## src/rtl/psr_pkg.sv

```systemverilog
// Shared definitions for the PSR / window unit: PSR bit positions, trap
// type codes, reset values and the control FSM state type.
package psr_pkg;

    localparam int PSR_W = 12;
    localparam int WIM_W = 4;
    localparam int TT_W  = 8;

    localparam int PSR_N      = 11;
    localparam int PSR_Z      = 10;
    localparam int PSR_V      = 9;
    localparam int PSR_C      = 8;
    localparam int PSR_S      = 7;
    localparam int PSR_PS     = 6;
    localparam int PSR_ET     = 5;
    localparam int PSR_CWP_HI = 1;
    localparam int PSR_CWP_LO = 0;

    localparam logic [PSR_W-1:0] PSR_RESET   = 12'h0A0;
    // Reserved bits [4:2] are forced to zero on every software write.
    localparam logic [PSR_W-1:0] PSR_WR_MASK = 12'hFE3;
    localparam logic [WIM_W-1:0] WIM_RESET   = 4'b0010;

    localparam logic [TT_W-1:0] TT_ILLEGAL   = 8'h02;
    localparam logic [TT_W-1:0] TT_PRIV      = 8'h03;
    localparam logic [TT_W-1:0] TT_OVERFLOW  = 8'h05;
    localparam logic [TT_W-1:0] TT_UNDERFLOW = 8'h06;
    localparam logic [TT_W-1:0] TT_TICC_BASE = 8'h80;

    typedef enum logic {
        ST_RUN   = 1'b0,
        ST_ERROR = 1'b1
    } psr_state_t;

    function automatic logic [TT_W-1:0] ticc_tt(input logic [6:0] num);
        return TT_TICC_BASE | {1'b0, num};
    endfunction

endpackage

```

## src/rtl/window_check.sv

```systemverilog
// Combinational window neighbour calculation: CWP-1 / CWP+1 modulo 4 and
// whether the invalid-window mask marks either neighbour.
module window_check
    import psr_pkg::*;
(
    input  logic [1:0]       cwp,
    input  logic [WIM_W-1:0] wim,
    output logic [1:0]       cwp_dec,
    output logic [1:0]       cwp_inc,
    output logic             hit_dec,
    output logic             hit_inc
);

    // Two-bit arithmetic wraps naturally: 0-1 -> 3, 3+1 -> 0.
    assign cwp_dec = cwp - 2'd1;
    assign cwp_inc = cwp + 2'd1;
    assign hit_dec = wim[cwp_dec];
    assign hit_inc = wim[cwp_inc];

endmodule

```

## src/rtl/psr_window_unit.sv

```systemverilog
// Processor state register with register-window control, trap entry,
// return-from-trap handling and a sticky error mode.
module psr_window_unit
    import psr_pkg::*;
(
    input  logic             clk,
    input  logic             reset,
    input  logic             alu_n,
    input  logic             alu_z,
    input  logic             alu_v,
    input  logic             alu_c,
    input  logic             icc_we,
    input  logic             save_req,
    input  logic             restore_req,
    input  logic             rett_req,
    input  logic             tcond,
    input  logic [6:0]       ticc_num,
    input  logic             wrpsr_we,
    input  logic [PSR_W-1:0] wr_data,
    input  logic             wrwim_we,
    input  logic [WIM_W-1:0] wim_data,
    output logic [PSR_W-1:0] psr,
    output logic [WIM_W-1:0] wim,
    output logic             N,
    output logic             Z,
    output logic             V,
    output logic             C,
    output logic             trap_taken,
    output logic [TT_W-1:0]  tt,
    output logic             error_mode
);

    psr_state_t       state_q, state_d;
    logic [PSR_W-1:0] psr_q, psr_d;
    logic [WIM_W-1:0] wim_q, wim_d;
    logic [TT_W-1:0]  tt_q, tt_d;
    logic             trap_q, trap_d;

    logic [1:0]       cwp_dec, cwp_inc;
    logic             hit_dec, hit_inc;
    logic             trap_req;
    logic [TT_W-1:0]  trap_code;
    logic             cur_s, cur_ps, cur_et;

    assign cur_s  = psr_q[PSR_S];
    assign cur_ps = psr_q[PSR_PS];
    assign cur_et = psr_q[PSR_ET];

    window_check u_window_check (
        .cwp     (psr_q[PSR_CWP_HI:PSR_CWP_LO]),
        .wim     (wim_q),
        .cwp_dec (cwp_dec),
        .cwp_inc (cwp_inc),
        .hit_dec (hit_dec),
        .hit_inc (hit_inc)
    );

    // Trap detection: the first matching cause in this chain supplies tt.
    always_comb begin
        trap_req  = 1'b0;
        trap_code = '0;
        if (tcond) begin
            trap_req  = 1'b1;
            trap_code = ticc_tt(ticc_num);
        end else if (save_req && restore_req) begin
            trap_req  = 1'b1;
            trap_code = TT_ILLEGAL;
        end else if (rett_req) begin
            if (cur_et) begin
                trap_req  = 1'b1;
                trap_code = TT_ILLEGAL;
            end else if (!cur_s) begin
                trap_req  = 1'b1;
                trap_code = TT_PRIV;
            end else if (hit_inc) begin
                trap_req  = 1'b1;
                trap_code = TT_UNDERFLOW;
            end
        end else if (save_req && hit_dec) begin
            trap_req  = 1'b1;
            trap_code = TT_OVERFLOW;
        end else if (restore_req && hit_inc) begin
            trap_req  = 1'b1;
            trap_code = TT_UNDERFLOW;
        end
    end

    // Next-state / next-register logic; ERROR holds every register.
    always_comb begin
        state_d = state_q;
        psr_d   = psr_q;
        wim_d   = wim_q;
        tt_d    = tt_q;
        trap_d  = 1'b0;
        case (state_q)
            ST_RUN: begin
                if (wrwim_we) begin
                    wim_d = wim_data;
                end
                if (trap_req) begin
                    if (cur_et) begin
                        psr_d[PSR_ET]                = 1'b0;
                        psr_d[PSR_PS]                = cur_s;
                        psr_d[PSR_S]                 = 1'b1;
                        psr_d[PSR_CWP_HI:PSR_CWP_LO] = cwp_dec;
                        tt_d                         = trap_code;
                        trap_d                       = 1'b1;
                    end else begin
                        // A trap with traps disabled is unrecoverable.
                        state_d = ST_ERROR;
                        psr_d   = psr_q;
                        wim_d   = wim_q;
                    end
                end else if (rett_req) begin
                    psr_d[PSR_ET]                = 1'b1;
                    psr_d[PSR_S]                 = cur_ps;
                    psr_d[PSR_CWP_HI:PSR_CWP_LO] = cwp_inc;
                end else if (wrpsr_we) begin
                    psr_d = wr_data & PSR_WR_MASK;
                end else if (save_req) begin
                    psr_d[PSR_CWP_HI:PSR_CWP_LO] = cwp_dec;
                end else if (restore_req) begin
                    psr_d[PSR_CWP_HI:PSR_CWP_LO] = cwp_inc;
                end else if (icc_we) begin
                    psr_d[PSR_N:PSR_C] = {alu_n, alu_z, alu_v, alu_c};
                end
            end
            ST_ERROR: begin
                state_d = ST_ERROR;
            end
            default: begin
                state_d = ST_ERROR;
            end
        endcase
    end

    always_ff @(posedge clk or posedge reset) begin
        if (reset) begin
            state_q <= ST_RUN;
            psr_q   <= PSR_RESET;
            wim_q   <= WIM_RESET;
            tt_q    <= '0;
            trap_q  <= 1'b0;
        end else begin
            state_q <= state_d;
            psr_q   <= psr_d;
            wim_q   <= wim_d;
            tt_q    <= tt_d;
            trap_q  <= trap_d;
        end
    end

    assign psr        = psr_q;
    assign wim        = wim_q;
    assign N          = psr_q[PSR_N];
    assign Z          = psr_q[PSR_Z];
    assign V          = psr_q[PSR_V];
    assign C          = psr_q[PSR_C];
    assign tt         = tt_q;
    assign trap_taken = trap_q;
    assign error_mode = (state_q == ST_ERROR);

endmodule

```

## config.mk

```make
export PLATFORM = sky130hd
export DESIGN_NAME = psr_window_unit
export DESIGN_NICKNAME = d
export VERILOG_FILES = /design/src/rtl/psr_pkg.sv /design/src/rtl/window_check.sv /design/src/rtl/psr_window_unit.sv
export SDC_FILE = /design/constraint.sdc
export NUM_CORES = 1
export LEC_CHECK = 0
export CORE_MARGIN = 3
export CORE_UTILIZATION = 37
export DETAILED_ROUTE_END_ITERATION = 16
export GPL_TIMING_DRIVEN = 0
export PLACE_DENSITY = 0.73
export SLEW_MARGIN = 25
export SYNTH_ARGS = -nofsm -noshare
export SYNTH_HDL_FRONTEND = slang
export SYNTH_SLANG_ARGS = --single-unit
```

## constraint.sdc

```tcl
create_clock -name clk -period 2.2 [get_ports clk]
set_clock_uncertainty 0.1 [all_clocks]
set_input_delay 0.44 -clock clk [delete_from_list [all_inputs] [get_ports clk]]
set_output_delay 0.44 -clock clk [all_outputs]
set_load 0.03 [all_outputs]
```

Word-level counts from Yosys, hierarchy flattened
Index checks and enable logic that the tools add are counted.
Cells by class
  $add $sub $neg: 2
  order comparisons: 2
  eq/ne operators: 4
  multiplexer cells: 42
  bitwise gates (word level): 3
  reduce and logical (&&, ||, !) cells: 14
Operators with widths (number)
  $mux W4: 7
  $mux W1: 18
  $mux W3: 6
  $mux W8: 2
  $mux W2: 5
  $reduce_and A3 Y1: 3
  $lt A2 B3 Y1 const B: 2
  $mux W6: 1
  $ne A2 B1 Y1 const B: 3
  $reduce_and A6 Y1: 1
  $reduce_bool A5 Y1: 1
  $bmux W1 S2: 2
  $reduce_and A2 Y1: 2
  $reduce_and A4 Y1: 1
  $reduce_bool A2 Y1: 2
  $logic_and A1 B1 Y1: 3
  $not A1 Y1: 3
  $reduce_bool A3 Y1: 1
  $add A2 B1 Y2 const B: 1
  $ne A2 B2 Y1 const B: 1
  $pmux W1 S2: 1
  $sub A2 B1 Y2 const B: 1
Storage, ports and cells
  bits in registers: 23
  output and inout bits: 30

Depth between registers and ports, before layout
Gate-level depths: netlist of run 1.
  word-level depth: 11
  gate-level depth with buffers: 7

By module
Synthesis of run 1 repeated with hierarchy kept, for this count alone.
Second synthesis, totals
  cell total of the unflattened synthesis: 135
  area, all modules: 1420.1 um^2
By module, submodules not included
  psr_window_unit: times used 1, cells each 128, area each 1337.5 um^2
  window_check: times used 1, cells each 7, area each 82.6 um^2

Worst setup path after synthesis of run 1
No wires, ideal clock.
  path type: register to register
  start point: reg psr_q[0], in the netlist psr[0]
  end point: reg psr_q[6], in the netlist psr[6]
  library setup time: 0.125 ns
  data arrival time: 2.347 ns
  required time: 1.975 ns
  setup slack: -0.371 ns
  cell stages (with the launch flop): 7
  clock period less this slack: 2.571 ns
  cells stage by stage: dfrtp_1 -> buf_6 -> mux4_2 -> or3_4 -> o21ai_2 -> mux2_2 -> mux2_2
On the way
  longest elaborated chain between the ends: 11
RTL lines
  start: declaration: line psr_window_unit.sv:34  | logic [PSR_W-1:0] psr_q, psr_d;
  start signal: assignment: line psr_window_unit.sv:146  | psr_q <= psr_d;
  $add A2 B1 Y2: line window_check.sv:16  | assign cwp_inc = cwp + 2'd1;
  $bmux W1 S2: line window_check.sv:18  | assign hit_inc = wim[cwp_inc];
  $mux W1 (not written as such): line window_check.sv:18
  $mux W1 or $logic_and A1 B1 Y1 (tied branches): line psr_window_unit.sv:75, psr_window_unit.sv:82
  $mux W1, on equally long branches: line psr_window_unit.sv:72, psr_window_unit.sv:82
  $mux W1, on equally long branches: line psr_window_unit.sv:69, psr_window_unit.sv:79
  $mux W1 *: line psr_window_unit.sv:68  | end else if (rett_req) begin
  $mux W1 *: line psr_window_unit.sv:65  | end else if (save_req && restore_req) begin
  $mux W1 *: line psr_window_unit.sv:62  | if (tcond) begin
  $ne A2 B1 Y1 (no source line), or another cell as far along
  $reduce_and A4 Y1 (no source line)
Mark *: on every way between the ends. The rest lies on a longest branch, timed or not. The select of a mux whose other input is x is not followed.
A chain may end at the register's enable or synchronous reset.

Worst setup path after layout of run 1
  start point: reg wim_q[2], in the netlist wim[2]
  end point: reg wim_q[0], in the netlist wim[0]
On the way
  longest elaborated chain between the ends: 10
RTL lines
  start: declaration: line psr_window_unit.sv:35  | logic [WIM_W-1:0] wim_q, wim_d;
  start signal: assignment: line psr_window_unit.sv:147  | wim_q <= wim_d;
  $bmux W1 S2: line window_check.sv:18
  $mux W1 (not written as such): line window_check.sv:18
  $mux W1 or $logic_and A1 B1 Y1 (tied branches): line psr_window_unit.sv:75, psr_window_unit.sv:82
  $mux W1, on equally long branches: line psr_window_unit.sv:72, psr_window_unit.sv:82
  $mux W1, on equally long branches: line psr_window_unit.sv:69, psr_window_unit.sv:79
  $mux W1 *: line psr_window_unit.sv:68
  $mux W1 *: line psr_window_unit.sv:65
  $mux W1 *: line psr_window_unit.sv:62
  $ne A2 B2 Y1 (no source line)
  $reduce_and A2 Y1 (no source line)
Marks and branches as above.

==> tab_implementation.tex, run 1 <==
\begin{tabular}{lr}
\hline
Metric & Value \\
\hline
\multicolumn{2}{l}{\textbf{Drt}} \\
\quad Length of the first detailed-routing pass in iterations & 4 \\
\quad Detailed-route wire length & 4120 um \\
\quad Number of DRC violations after detailed routing & 0 \\
\quad Vias per Instance & 5.266 \\
\quad Number of nets with antenna violations after routing & 0 \\
\quad Vias post-DR & 1385 \\
\quad DRC violation total after the first TritonRoute iteration & 46 \\
\quad Routed wire per std cell & 15.67 um \\
\multicolumn{2}{l}{\textbf{Place}} \\
\quad Port Buf Inserts & 58 \\
\quad DPL Wire Length & 2885 um \\
\quad GPL Wtd Cong & 0.8792 \\
\multicolumn{2}{l}{\textbf{Synthesis}} \\
\quad Post-synthesis cell count & 141 \\
\quad Count of cell types in the netlist & 40 \\
\quad Area leader, netlist & sky130\_fd\_sc\_hd\_\_dfrtp\_1 \\
\quad Post-Syn Area & 1411 um2 \\
\quad Avg Cell Area, Syn & 10.01 um2 \\
\quad Top cells by area, synth & sky130\_fd\_sc\_hd\_\_dfrtp\_1 (35\%), sky130\_fd\_sc\_hd\_\_mux2\_2 (9.6\%), sky130\_fd\_sc\_hd\_\_dfstp\_2 (5.6\%) \\
\quad Total number of yosys warnings & 0 \\
\quad Fraction of synthesized cell area taken by the top area cell type & 35.46\% \\
\quad Number of flops mapped to enable cells by yosys & 0 \\
\quad Async S/R FF share, synth & 100.0\% \\
\quad Primary FF master, synth & sky130\_fd\_sc\_hd\_\_dfrtp\_1 \\
\quad Flops \& latches, synth & 23 \\
\quad Sequential-to-total area share from yosys stat & 41.05\% \\
\multicolumn{2}{l}{\textbf{Pwr}} \\
\quad Switching fraction of total power & 36.06\% \\
\quad Sequential fraction of design power & 36.2\% \\
\quad Worst ir drop on vdd & 0.4729 mV \\
\quad Clock share of power & 18.7\% \\
\quad Overall power of the completed layout & 1.454 mW \\
\quad Cell leakage power & 1.014 nW \\
\quad Net switching power & 524.4 uW \\
\quad Logic gate share of total power & 45.1\% \\
\quad Power density of the placed cells & 631.6 nW/um2 \\
\quad Cell internal power dissipation & 929.7 uW \\
\multicolumn{2}{l}{\textbf{Setup path}} \\
\quad Slowest Stage Delay on Critical Path & 0.49 ns \\
\quad Arrival time of data at the critical path endpoint & 2.38 ns \\
\quad End of the worst register-to-register path & wim[0] \\
\quad Critical Path Fanout Max & 4 \\
\quad Startpoint-to-endpoint class of the critical path & flop to flop \\
\quad Reg-to-Reg Start & wim[2] \\
\quad Master of the slowest instance on the critical path & sky130\_fd\_sc\_hd\_\_mux4\_2 \\
\quad Register-to-Register Path Depth & 6 \\
\quad Category of the worst setup path launch point & flop \\
\quad CP Data Required Time & 2.26 ns \\
\quad Element type at the critical path end & flop \\
\quad Reg2Reg Setup Slack & -0.12 ns \\
\quad Cells traversed along the worst timing path & mux4\_2 -> or3\_4 -> buf\_6 -> a31oi\_4 -> nand2\_4 -> mux2\_4 \\
\multicolumn{2}{l}{\textbf{Min path}} \\
\quad Worst min-delay path category & flop to flop \\
\quad Hold-critical path endpoint & tt[0] \\
\quad Number of cells traversed by the worst hold path & 2 \\
\quad HP Start & tt[0] \\
\multicolumn{2}{l}{\textbf{STA}} \\
\quad Period minus WS final & 2.324 ns \\
\quad Fmax achieved & 430.3 MHz \\
\quad Max Transition Viols Final & 0 \\
\quad Worst-case hold slack & 0.3869 ns \\
\quad Crit share post-route & 105.6\% \\
\quad Final setup violating endpoints & 11 \\
\quad Transition time at the pin with the least slew margin & 0.8814 ns \\
\quad Final worst setup slack & -0.1241 ns \\
\quad Endpoints failing hold & 0 \\
\quad Setup repair after global routing missed its margin & true \\
\quad Slew Limit Headroom & 41.17\% \\
\multicolumn{2}{l}{\textbf{Cells and area}} \\
\quad Antenna diodes & 0 \\
\quad Area growth, synth to finish & 63.12\% \\
\quad Fraction of final layout cells with drive strength greater than 1 & 29.95\% \\
\quad Area taken by flip-flops and latches & 584.3 um2 \\
\quad Combined area of the multi-input logic cells & 813.3 um2 \\
\quad Net count reported at finish & 254 \\
\quad Fill cell instance count of the final layout & 246 \\
\multicolumn{2}{l}{\textbf{Floorplan}} \\
\quad Core Footprint & 3495 um2 \\
\quad Initial Util & 40.39\% \\
\quad Cell row count & 21 \\
\quad Top-Level Pins & 66 \\
\quad Die Height & 67.76 um \\
\quad Floorplan die area & 4591 um2 \\
\quad Chip Width & 67.76 um \\
\multicolumn{2}{l}{\textbf{GRT}} \\
\quad Met1 track demand over resource in global routing & 24.20\% \\
\quad Most Used Layer, Global Route & met2 \\
\quad Via count of the first global-routing pass & 1444 \\
\quad Antenna violations before repair & 0 \\
\quad Met2 track demand over resource in global routing & 34.87\% \\
\quad Wire length of the first global-routing pass & 6865 um \\
\quad Total gr overflow & 0 \\
\quad Largest net degree at the start of global routing & 24 \\
\quad Global routing usage on met3 & 4.659\% \\
\quad GR Util All Layers & 19.74\% \\
\multicolumn{2}{l}{\textbf{Clock tree}} \\
\quad Clock transition at the registers of the reported paths & 0.08 ns \\
\quad Clock latency on the worst-skew pair & 0.27 ns \\
\quad Number of levels the H-tree was split into & 1 \\
\quad Post-cts hold buffer count & 0 \\
\quad TritonCTS clock tree & done \\
\quad Number of clock sinks & 23 \\
\quad Root buffer cell & sky130\_fd\_sc\_hd\_\_clkbuf\_8 \\
\quad Number of buffers created by CTS & 3 \\
\quad Maximum clock path buffer count & 2 \\
\multicolumn{2}{l}{\textbf{Outcome}} \\
\quad Violations in the final reports & negative setup slack \\
\quad Outcome & complete, but fails checks \\
\multicolumn{2}{l}{\textbf{Run}} \\
\quad Count of max-cap constraint violations & 0 \\
\hline
\end{tabular}
==> layout by cell type (no fill, tap or decap), drive strengths merged, types with 2 or more instances in the layout <==
cell type       n
a21oi          11
nor3            2
dfstp           3
clkbuf          7
o31ai           2
conb            3
dlygate4sd2     2
mux2i           4
a31oi           2
nor2           10
a2111oi         2
inv             9
clkdlybuf4s50  55
or3             2
mux2           16
dfrtp          20
buf            23
nand2          14
nand3           2
and3            2
o21ai          12
==> flip-flops by register name (all words and copies together), names as in the netlist <==
signal / cells
error_mode: 1
psr: 9
trap_taken: 1
tt: 8
wim: 4
==> synthesized netlist by cell type, types with 3 or more instances <==
cell,number
sky130_fd_sc_hd__a21oi_1,11
sky130_fd_sc_hd__buf_4,7
sky130_fd_sc_hd__clkbuf_1,3
sky130_fd_sc_hd__dfrtp_1,20
sky130_fd_sc_hd__dfstp_2,3
sky130_fd_sc_hd__inv_1,9
sky130_fd_sc_hd__mux2_2,12
sky130_fd_sc_hd__mux2_4,4
sky130_fd_sc_hd__mux2i_1,4
sky130_fd_sc_hd__nand2_1,13
sky130_fd_sc_hd__nor2_1,10
sky130_fd_sc_hd__o21ai_0,11
==> per-stage QoR <==
| stage | setup slack (ns) | TNS, ns | util [%] | cells | instance area (um2) |
|---|---|---|---|---|---|
| final | -0.1241 | -0.9467 | 65.88 | 263 | 2302 |
| after global routing | -0.1821 | -1.562 | 65.88 | 263 | 2302 |
| after CTS | -0.1566 | -1.160 | 64.38 | 260 | 2250 |
| after detailed placement | -0.7759 | -13.95 | 59.11 | 247 | 2066 |
| after global placement | -0.7319 | -13.44 | 59.11 | 247 | 2066 |
| after floorplan | -0.2756 | -1.234 | - | 143 | 1428 |
==> timing repair <==
item                                    CTS  global route
pin swaps                                 8             4
buffers inserted                          9             4
resized for setup                        17            10
endpoints found under the setup margin   22            19
==> metal layers <==
metal | vias to the layer above | share of wire (%) | routed length [um]
met5 | - | 0 | 0
li1 | 645 | - | -
met3 | 5 | 9.4 | 389
met1 | 673 | 40 | 1633
met2 | 62 | 50 | 2057
met4 | 0 | 0.95 | 39
==> final cells by class <==
class | instances | area share, %
Multi-Input combinational cell | 97 | 35.33
Timing Repair Buffer | 71 | 29.95
Sequential cell | 23 | 25.38
Buffer | 13 | 3.424
Tap cell | 46 | 2.500
Clock buffer | 4 | 1.957
Inverter | 9 | 1.467
==> worst max path at each step <==
stage	slack, ns	end	depth (start not counted)	start
floorplan	-0.28	psr[6]	6	psr[0]
global placement	-0.73	tt[5]	7	tcond
detailed placement	-0.78	tt[4]	7	tcond
CTS	-0.16	psr[6]	6	psr[0]
global route	-0.18	psr[6]	7	psr[1]
finish	-0.12	wim[0]	6	wim[2]
==> critical path, delay by kind of cell (launching register included) <==
kind | cells | cell delay [ns]
buffers and inverters | 1 | 0.13
AND/OR/NAND/NOR | 2 | 0.52
multiplexers | 2 | 0.79
AO/OA/AOI/OAI | 1 | 0.21
flip-flops | 1 | 0.45
==> logic make-up (layout without fill, tap and decap cells) <==
group | after synthesis | after routing | synth area share [%]
multiplexers | 21 | 21 | 18.26
XOR/XNOR | 1 | 1 | 0.6207
AND/OR/NAND/NOR | 33 | 33 | 11.97
AO/OA/AOI/OAI | 39 | 39 | 19.15
flip-flops | 23 | 23 | 41.05
other | 1 | 3 | 0.2657
buffers and inverters | 23 | 97 | 8.687
==> power by group through the flow <==
stage	clock, mW	combinational [mW]	sequential [mW]
after floorplan	0	0.266	0.610
after global placement	0	0.547	0.524
after detailed placement	0	0.560	0.526
after CTS	0.278	0.633	0.523
after global routing	0.291	0.697	0.537
final	0.272	0.656	0.526
Note: power is estimated with default switching activity, not from simulation.
==> run 2, diff against run 1 <==
Settings changed: CELL_PAD_IN_SITES_DETAIL_PLACEMENT set to 2, CELL_PAD_IN_SITES_GLOBAL_PLACEMENT set to 2, CORE_UTILIZATION 37 to 21, PLACE_DENSITY 0.73 to 0.72.
==> run 2 against run 1 <==
Compared with the run above: the run still ends with negative setup slack left; non-clock buffer count grew 8; combinational power up 12%; sequential power barely moved; via count grew 1.8%; global-route usage is 6.2 points lower; utilization decreased by 27 points; register-to-register slack worse by 0.03 ns; worst hold slack improved by 0.0072 ns; critical path type unchanged; highest routed layer unchanged.
==> tab_implementation.tex, run 2 (synthesis results as in run 1) <==
\begin{tabular}{lr}
\hline
Metric & Value \\
\hline
\multicolumn{2}{l}{\textbf{Pwr}} \\
\quad Sequential fraction of design power & 34.1\% (was 36.2\%) \\
\quad Power density of the placed cells & 623.0 nW/um2 (was 631.6 nW/um2) \\
\quad Logic gate share of total power & 47.7\% (was 45.1\%) \\
\quad Cell internal power dissipation & 975.4 uW (was 929.7 uW) \\
\quad Worst ir drop on vdd & 0.2149 mV (was 0.4729 mV) \\
\quad Switching fraction of total power & 36.64\% (was 36.06\%) \\
\quad Net switching power & 564.1 uW (was 524.4 uW) \\
\quad Clock share of power & 18.2\% (was 18.7\%) \\
\quad Cell leakage power & 1.046 nW (was 1.014 nW) \\
\multicolumn{2}{l}{\textbf{Setup path}} \\
\quad CP Data Required Time & 2.26 ns (about the same) \\
\quad Sum of buffers and inverters on the critical path & 1 (unchanged) \\
\quad Element type at the critical path end & flop (unchanged) \\
\quad Arrival time of data at the critical path endpoint & 2.41 ns (was 2.38 ns) \\
\quad Startpoint-to-endpoint class of the critical path & flop to flop (unchanged) \\
\quad Slowest Stage Delay on Critical Path & 0.52 ns (was 0.49 ns) \\
\quad Critical Path Fanout Max & 4 (unchanged) \\
\quad Largest delay share family, worst path & multiplexers (unchanged) \\
\quad Cells traversed along the worst timing path & mux4\_2 -> or3\_4 -> buf\_6 -> a31oi\_4 -> nand2\_4 -> mux2\_4 (unchanged) \\
\quad Category of the worst setup path launch point & flop (unchanged) \\
\quad Master of the slowest instance on the critical path & sky130\_fd\_sc\_hd\_\_mux4\_2 (unchanged) \\
\multicolumn{2}{l}{\textbf{STA}} \\
\quad Fmax achieved & 425.4 MHz (was 430.3 MHz) \\
\quad Period minus WS final & 2.351 ns (was 2.324 ns) \\
\quad TNS Setup & -0.9132 ns (was -0.9467 ns) \\
\quad Slew Limit Headroom & 41.27\% (was 41.17\%) \\
\quad Final worst setup slack & -0.1505 ns (was -0.1241 ns) \\
\quad Setup repair after global routing missed its margin & true (unchanged) \\
\quad Crit share post-route & 106.8\% (was 105.6\%) \\
\quad Transition time at the pin with the least slew margin & 0.8755 ns (was 0.8814 ns) \\
\quad Endpoints failing hold & 0 (unchanged) \\
\quad Final setup violating endpoints & 10 (was 11) \\
\quad Max Transition Viols Final & 0 (unchanged) \\
\multicolumn{2}{l}{\textbf{GRT}} \\
\quad Antenna violations before repair & 0 (unchanged) \\
\quad GR Util All Layers & 13.56\% (was 19.74\%) \\
\quad Total gr overflow & 0 (unchanged) \\
\quad Largest net degree at the start of global routing & 24 (unchanged) \\
\quad Via count of the first global-routing pass & 1588 (was 1444) \\
\quad Wire length of the first global-routing pass & 8004 um (was 6865 um) \\
\multicolumn{2}{l}{\textbf{Cells and area}} \\
\quad Largest register FFs & 9 (unchanged) \\
\quad Fraction of final layout cells with drive strength greater than 1 & 33.78\% (was 29.95\%) \\
\quad Highest-count cells in the layout ignoring fill and taps & sky130\_fd\_sc\_hd\_\_clkdlybuf4s50\_1 (54), sky130\_fd\_sc\_hd\_\_buf\_4 (24), sky130\_fd\_sc\_hd\_\_dfrtp\_1 (17), sky130\_fd\_sc\_hd\_\_nand2\_1 (13) (was sky130\_fd\_sc\_hd\_\_clkdlybuf4s50\_1 (55), sky130\_fd\_sc\_hd\_\_buf\_4 (17), sky130\_fd\_sc\_hd\_\_dfrtp\_1 (16), sky130\_fd\_sc\_hd\_\_nand2\_1 (13)) \\
\quad Area growth, synth to finish & 75.09\% (was 63.12\%) \\
\quad Antenna diodes & 0 (unchanged) \\
\quad Net count reported at finish & 262 (was 254) \\
\quad Commonest non-fill, non-tap cell in the layout & sky130\_fd\_sc\_hd\_\_clkdlybuf4s50\_1 (unchanged) \\
\quad Filler-free cell count of the finished design & 302 (was 263) \\
\quad Util after Layout & 38.48\% (was 65.88\%) \\
\quad Fill cell instance count of the final layout & 692 (was 246) \\
\multicolumn{2}{l}{\textbf{Clock tree}} \\
\quad Post-cts hold buffer count & 0 (unchanged) \\
\quad Root buffer cell & sky130\_fd\_sc\_hd\_\_clkbuf\_8 (unchanged) \\
\quad TritonCTS clock tree & done (unchanged) \\
\quad Clock transition at the registers of the reported paths & 0.09 ns (was 0.08 ns) \\
\quad Maximum clock path buffer count & 2 (unchanged) \\
\quad Number of levels the H-tree was split into & 1 (unchanged) \\
\quad Number of clock sinks & 23 (unchanged) \\
\quad Clock latency on the worst-skew pair & 0.28 ns (was 0.27 ns) \\
\quad Number of buffers created by CTS & 3 (unchanged) \\
\multicolumn{2}{l}{\textbf{Floorplan}} \\
\quad Floorplan die area & 7740 um2 (was 4591 um2) \\
\quad Cell row count & 29 (was 21) \\
\quad Die Height & 87.98 um (was 67.76 um) \\
\quad Top-Level Pins & 66 (unchanged) \\
\quad Initial Util & 21.98\% (was 40.39\%) \\
\quad Core Footprint & 6422 um2 (was 3495 um2) \\
\quad Chip Width & 87.98 um (was 67.76 um) \\
\multicolumn{2}{l}{\textbf{Outcome}} \\
\quad Outcome & complete, but fails checks (unchanged) \\
\quad Violations in the final reports & negative setup slack (unchanged) \\
\multicolumn{2}{l}{\textbf{Place}} \\
\quad Port Buf Inserts & 58 (unchanged) \\
\quad GPL Wtd Cong & 0.7606 (was 0.8792) \\
\quad Pre-CTS worst setup slack & -0.8569 ns (was -0.7759 ns) \\
\quad DPL Wire Length & 3456 um (was 2885 um) \\
\quad Count of placed standard cells including taps & 278 (was 247) \\
\multicolumn{2}{l}{\textbf{Run}} \\
\quad Count of max-cap constraint violations & 0 (unchanged) \\
\multicolumn{2}{l}{\textbf{Drt}} \\
\quad Vias per Instance & 4.669 (was 5.266) \\
\quad Detailed-route wire length & 5055 um (was 4120 um) \\
\quad Number of nets with antenna violations after routing & 0 (unchanged) \\
\quad Routed wire per std cell & 16.74 um (was 15.67 um) \\
\quad Number of DRC violations after detailed routing & 0 (unchanged) \\
\quad Vias post-DR & 1410 (was 1385) \\
\quad Length of the first detailed-routing pass in iterations & 4 (unchanged) \\
\quad DRC violation total after the first TritonRoute iteration & 49 (was 46) \\
\multicolumn{2}{l}{\textbf{Min path}} \\
\quad Worst min-delay path category & flop to flop (unchanged) \\
\hline
\end{tabular}
==> run 2: cell count changes in the layout (fill, tap and decap cells not counted), moves of 2 or more <==
| cell | previous run | this run |
|---|---|---|
| sky130_fd_sc_hd__buf_4 | 17 | 24 |
| sky130_fd_sc_hd__buf_6 | 3 | 5 |
| sky130_fd_sc_hd__mux2_2 | 9 | 6 |
| sky130_fd_sc_hd__mux2_4 | 7 | 10 |
| sky130_fd_sc_hd__mux2i_1 | 2 | 0 |
==> run 2: routing by layer <==
layer,GRT usage (%),up-vias,wire (um)
met3,3.198,6,254
met5,0,-,0
met2,23.29,43,2600
li1,-,664,-
met4,5.160,0,73
met1,16.37,697,2126
==> run 2: repair_timing <==
action	in CTS	in global routing
setup buffers	14	9
pin swaps	8	11
hold endpoints to repair	0	0
resized for setup	20	24
endpoints found under the setup margin	22	21
==> run 2: cell type report <==
cell class	count	area, um2	share of cell area [%]
multi-input cells	97	873.3	35.34
repair buffers	79	752.0	30.43
well taps	77	96.34	3.899
flip-flops and latches	23	583.1	23.59
plain buffers	13	87.58	3.544
inverters	9	33.78	1.367
clock buffers	4	45.04	1.823
==> run 2: power groups by stage <==
stage	combinational (mW)	sequential (mW)	clock [mW]
2_1_floorplan	0.266	0.610	0
3_3_place_gp	0.563	0.526	0
3_5_place_dp	0.575	0.530	0
4_1_cts	0.674	0.523	0.291
5_1_grt	0.783	0.536	0.316
6_report	0.735	0.524	0.280
==> run 2: stage by stage <==
step | hold slack (ns) | cell area, um2 | power (mW)
finish | 0.3941 | 2471 | 1.540
global placement | 0.3699 | 2105 | 1.088
CTS | 0.4025 | 2336 | 1.489
global route | 0.4394 | 2471 | 1.634
floorplan | 0.3396 | 1428 | 0.8755
detailed placement | 0.3817 | 2105 | 1.105
==> run 2: worst paths after layout <==
| path | startpoint | to | slack, ns | depth (start not counted) |
|---|---|---|---|---|
| setup / recovery | wim[2] | wim[0] | -0.15 | 6 |
| hold / removal | tt[5] | tt[5] | 0.39 | 2 |
| setup reg to reg | wim[2] | wim[0] | -0.15 | 6 |
| hold reg to reg | tt[5] | tt[5] | 0.39 | 2 |
| max in group asynchronous | reset | wim[3] | 1.11 | 2 |
| min in group asynchronous | reset | psr[10] | 0.44 | 2 |
==> run 2: worst reg2reg max path, stage by stage (launching register included) <==
cell	delay [ns]
sky130_fd_sc_hd__dfrtp_1	0.44
sky130_fd_sc_hd__mux4_2	0.52
sky130_fd_sc_hd__or3_4	0.41
sky130_fd_sc_hd__buf_6	0.14
sky130_fd_sc_hd__a31oi_4	0.21
sky130_fd_sc_hd__nand2_4	0.11
sky130_fd_sc_hd__mux2_4	0.31
==> run 3, diff against run 2 <==
Settings changed: SETUP_SLACK_MARGIN set to 0.1.
==> run 3 against run 2 <==
Compared with the run above: the flow still finishes with violations (negative setup slack); wire length down 6.5%; utilization down 1.7 points; total power down 4.2%; count of clock-buffer cells in the layout down 1; non-clock buffer count down 6; combinational power down 9.0%; highest routed layer unchanged.
==> tab_implementation.tex, run 3 (synthesis results as in run 1) <==
\begin{tabular}{lr}
\hline
Metric & Value \\
\hline
\multicolumn{2}{l}{\textbf{Pwr}} \\
\quad Worst ir drop on vdd & 0.3097 mV (was 0.2149 mV) \\
\quad Cell leakage power & 1.032 nW (was 1.046 nW) \\
\quad Overall power of the completed layout & 1.474 mW (was 1.540 mW) \\
\quad Power density of the placed cells & 624.8 nW/um2 (was 623.0 nW/um2) \\
\multicolumn{2}{l}{\textbf{Cells and area}} \\
\quad Net count reported at finish & 256 (was 262) \\
\quad Commonest non-fill, non-tap cell in the layout & sky130\_fd\_sc\_hd\_\_clkdlybuf4s50\_1 (unchanged) \\
\quad Largest register FFs & 9 (unchanged) \\
\quad Filler-free cell count of the finished design & 296 (was 302) \\
\quad Fraction of final layout cells with drive strength greater than 1 & 30.59\% (was 33.78\%) \\
\quad Highest-count cells in the layout ignoring fill and taps & sky130\_fd\_sc\_hd\_\_clkdlybuf4s50\_1 (53), sky130\_fd\_sc\_hd\_\_buf\_4 (20), sky130\_fd\_sc\_hd\_\_dfrtp\_1 (19), sky130\_fd\_sc\_hd\_\_nand2\_1 (13), sky130\_fd\_sc\_hd\_\_o21ai\_0 (11) (was sky130\_fd\_sc\_hd\_\_clkdlybuf4s50\_1 (54), sky130\_fd\_sc\_hd\_\_buf\_4 (24), sky130\_fd\_sc\_hd\_\_dfrtp\_1 (17), sky130\_fd\_sc\_hd\_\_nand2\_1 (13)) \\
\quad Util after Layout & 36.74\% (was 38.48\%) \\
\quad Antenna diodes & 0 (unchanged) \\
\quad Area growth, synth to finish & 67.20\% (was 75.09\%) \\
\multicolumn{2}{l}{\textbf{Setup path}} \\
\quad Arrival time of data at the critical path endpoint & 2.46 ns (was 2.41 ns) \\
\quad Critical Path Fanout Max & 4 (unchanged) \\
\quad Startpoint-to-endpoint class of the critical path & flop to flop (unchanged) \\
\quad Element type at the critical path end & flop (unchanged) \\
\quad CP Data Required Time & 2.26 ns (about the same) \\
\quad Master of the slowest instance on the critical path & sky130\_fd\_sc\_hd\_\_mux4\_2 (unchanged) \\
\quad Worst Setup SP & psr[0] (was wim[2]) \\
\quad Reg-to-Reg Start & psr[0] (was wim[2]) \\
\quad Sum of buffers and inverters on the critical path & 1 (unchanged) \\
\quad Reg2Reg Setup Slack & -0.19 ns (was -0.15 ns) \\
\quad Cells traversed along the worst timing path & buf\_6 -> mux4\_2 -> or3\_4 -> o21ai\_4 -> mux2\_4 -> mux2\_4 (was mux4\_2 -> or3\_4 -> buf\_6 -> a31oi\_4 -> nand2\_4 -> mux2\_4) \\
\quad Slowest Stage Delay on Critical Path & 0.54 ns (was 0.52 ns) \\
\quad Category of the worst setup path launch point & flop (unchanged) \\
\quad Logic depth of the worst path, buffers included & 6 (unchanged) \\
\quad Register-to-Register Path Depth & 6 (unchanged) \\
\quad Largest delay share family, worst path & multiplexers (unchanged) \\
\quad Most used cell, CP & sky130\_fd\_sc\_hd\_\_mux2\_4 \\
\multicolumn{2}{l}{\textbf{Floorplan}} \\
\quad Die Height & 87.98 um (unchanged) \\
\quad Floorplan die area & 7740 um2 (unchanged) \\
\quad Cell row count & 29 (unchanged) \\
\quad Core Footprint & 6422 um2 (unchanged) \\
\quad Chip Width & 87.98 um (unchanged) \\
\quad Top-Level Pins & 66 (unchanged) \\
\quad Initial Util & 21.98\% (unchanged) \\
\multicolumn{2}{l}{\textbf{Drt}} \\
\quad Number of DRC violations after detailed routing & 0 (unchanged) \\
\quad Vias per Instance & 4.574 (was 4.669) \\
\quad Detailed-route wire length & 4725 um (was 5055 um) \\
\quad Number of nets with antenna violations after routing & 0 (unchanged) \\
\quad Routed wire per std cell & 15.96 um (was 16.74 um) \\
\quad Length of the first detailed-routing pass in iterations & 3 (was 4) \\
\quad Vias post-DR & 1354 (was 1410) \\
\quad DRC violation total after the first TritonRoute iteration & 49 (unchanged) \\
\multicolumn{2}{l}{\textbf{GRT}} \\
\quad Wire length of the first global-routing pass & 7307 um (was 8004 um) \\
\quad GR Util All Layers & 12.11\% (was 13.56\%) \\
\quad Via count of the first global-routing pass & 1468 (was 1588) \\
\quad Total gr overflow & 0 (unchanged) \\
\quad Antenna violations before repair & 0 (unchanged) \\
\quad Largest net degree at the start of global routing & 24 (unchanged) \\
\multicolumn{2}{l}{\textbf{STA}} \\
\quad Final worst setup slack & -0.1942 ns (was -0.1505 ns) \\
\quad Final setup violating endpoints & 10 (unchanged) \\
\quad Fmax achieved & 417.7 MHz (was 425.4 MHz) \\
\quad Transition time at the pin with the least slew margin & 0.9065 ns (was 0.8755 ns) \\
\quad Endpoints failing hold & 0 (unchanged) \\
\quad Setup repair after global routing missed its margin & true (unchanged) \\
\quad Period minus WS final & 2.394 ns (was 2.351 ns) \\
\quad Max Transition Viols Final & 0 (unchanged) \\
\quad Crit share post-route & 108.8\% (was 106.8\%) \\
\quad Slew Limit Headroom & 39.19\% (was 41.27\%) \\
\multicolumn{2}{l}{\textbf{Clock tree}} \\
\quad Clock transition at the registers of the reported paths & 0.09 ns (about the same) \\
\quad Number of clock sinks & 23 (unchanged) \\
\quad Number of buffers created by CTS & 3 (unchanged) \\
\quad Maximum clock path buffer count & 2 (unchanged) \\
\quad Root buffer cell & sky130\_fd\_sc\_hd\_\_clkbuf\_8 (unchanged) \\
\quad Clock latency on the worst-skew pair & 0.27 ns (was 0.28 ns) \\
\quad Number of levels the H-tree was split into & 1 (unchanged) \\
\quad TritonCTS clock tree & done (unchanged) \\
\multicolumn{2}{l}{\textbf{Outcome}} \\
\quad Outcome & complete, but fails checks (unchanged) \\
\quad Violations in the final reports & negative setup slack (unchanged) \\
\multicolumn{2}{l}{\textbf{Min path}} \\
\quad Worst min-delay path category & flop to flop (unchanged) \\
\quad HP Start & tt[4] (was tt[5]) \\
\quad Number of cells traversed by the worst hold path & 2 (unchanged) \\
\multicolumn{2}{l}{\textbf{Place}} \\
\quad DPL Wire Length & 3504 um (was 3456 um) \\
\quad Port Buf Inserts & 58 (unchanged) \\
\quad Count of placed standard cells including taps & 278 (unchanged) \\
\quad GPL Wtd Cong & 0.7855 (was 0.7606) \\
\multicolumn{2}{l}{\textbf{Run}} \\
\quad Count of max-cap constraint violations & 0 (unchanged) \\
\hline
\end{tabular}
-- run 3: timing repair --
item	in CTS	in global routing
endpoints found under the setup margin	22	22
pin swaps	6	3
setup buffers	9	6
resized for setup	12	17
gates cloned	0	0
hold buffers	0	0
-- run 3: tightest hold or removal path, stage by stage (launching register included) --
cell and delay [ns]:
sky130_fd_sc_hd__dfrtp_1 0.35, sky130_fd_sc_hd__nand2_1 0.05, sky130_fd_sc_hd__o21ai_0 0.06
-- run 3: where the power goes --
group | switching, mW | total (mW) | internal [mW]
Combinational | 0.335 | 0.669 | 0.335
Sequential | 0.0526 | 0.529 | 0.477
Clock | 0.149 | 0.276 | 0.127
Total | 0.536 | 1.47 | 0.938
-- run 3: area by class of cell --
| class | count | area, um2 |
|---|---|---|
| buffer | 14 | 98.84 |
| clock inverter | 1 | 5.005 |
| sequential | 23 | 580.6 |
| timing repair buffer | 72 | 690.7 |
| clock buffer | 3 | 41.29 |
| inverter | 9 | 33.78 |
| fill | 701 | 4063 |
| tap | 77 | 96.34 |
| multi-input combinational | 97 | 813.3 |
-- run 3: layer usage --
| metal | GRT usage, % | share of wire, % |
|---|---|---|
| met5 | 0 | 0 |
| met1 | 15.81 | 46 |
| met4 | 2.510 | 0.51 |
| met2 | 20.96 | 49 |
| met3 | 2.070 | 5.1 |
-- run 3: worst paths after layout --
check	end
worst max-delay path	psr[6]
worst min-delay path	tt[4]
worst max register to register	psr[6]
worst min register to register	tt[4]
max in group asynchronous	psr[0]
min in group asynchronous	error_mode
-- run 3: per-stage QoR --
step	hold WS [ns]	setup WS [ns]	setup TNS, ns	cell area [um2]
detailed placement	0.3732	-0.6998	-12.14	2110
CTS	0.3936	-0.2247	-1.466	2260
floorplan	0.3396	-0.2756	-1.234	1433
global placement	0.3633	-0.6599	-11.20	2110
global route	0.4420	-0.2368	-2.063	2360
finish	0.3868	-0.1942	-1.357	2360
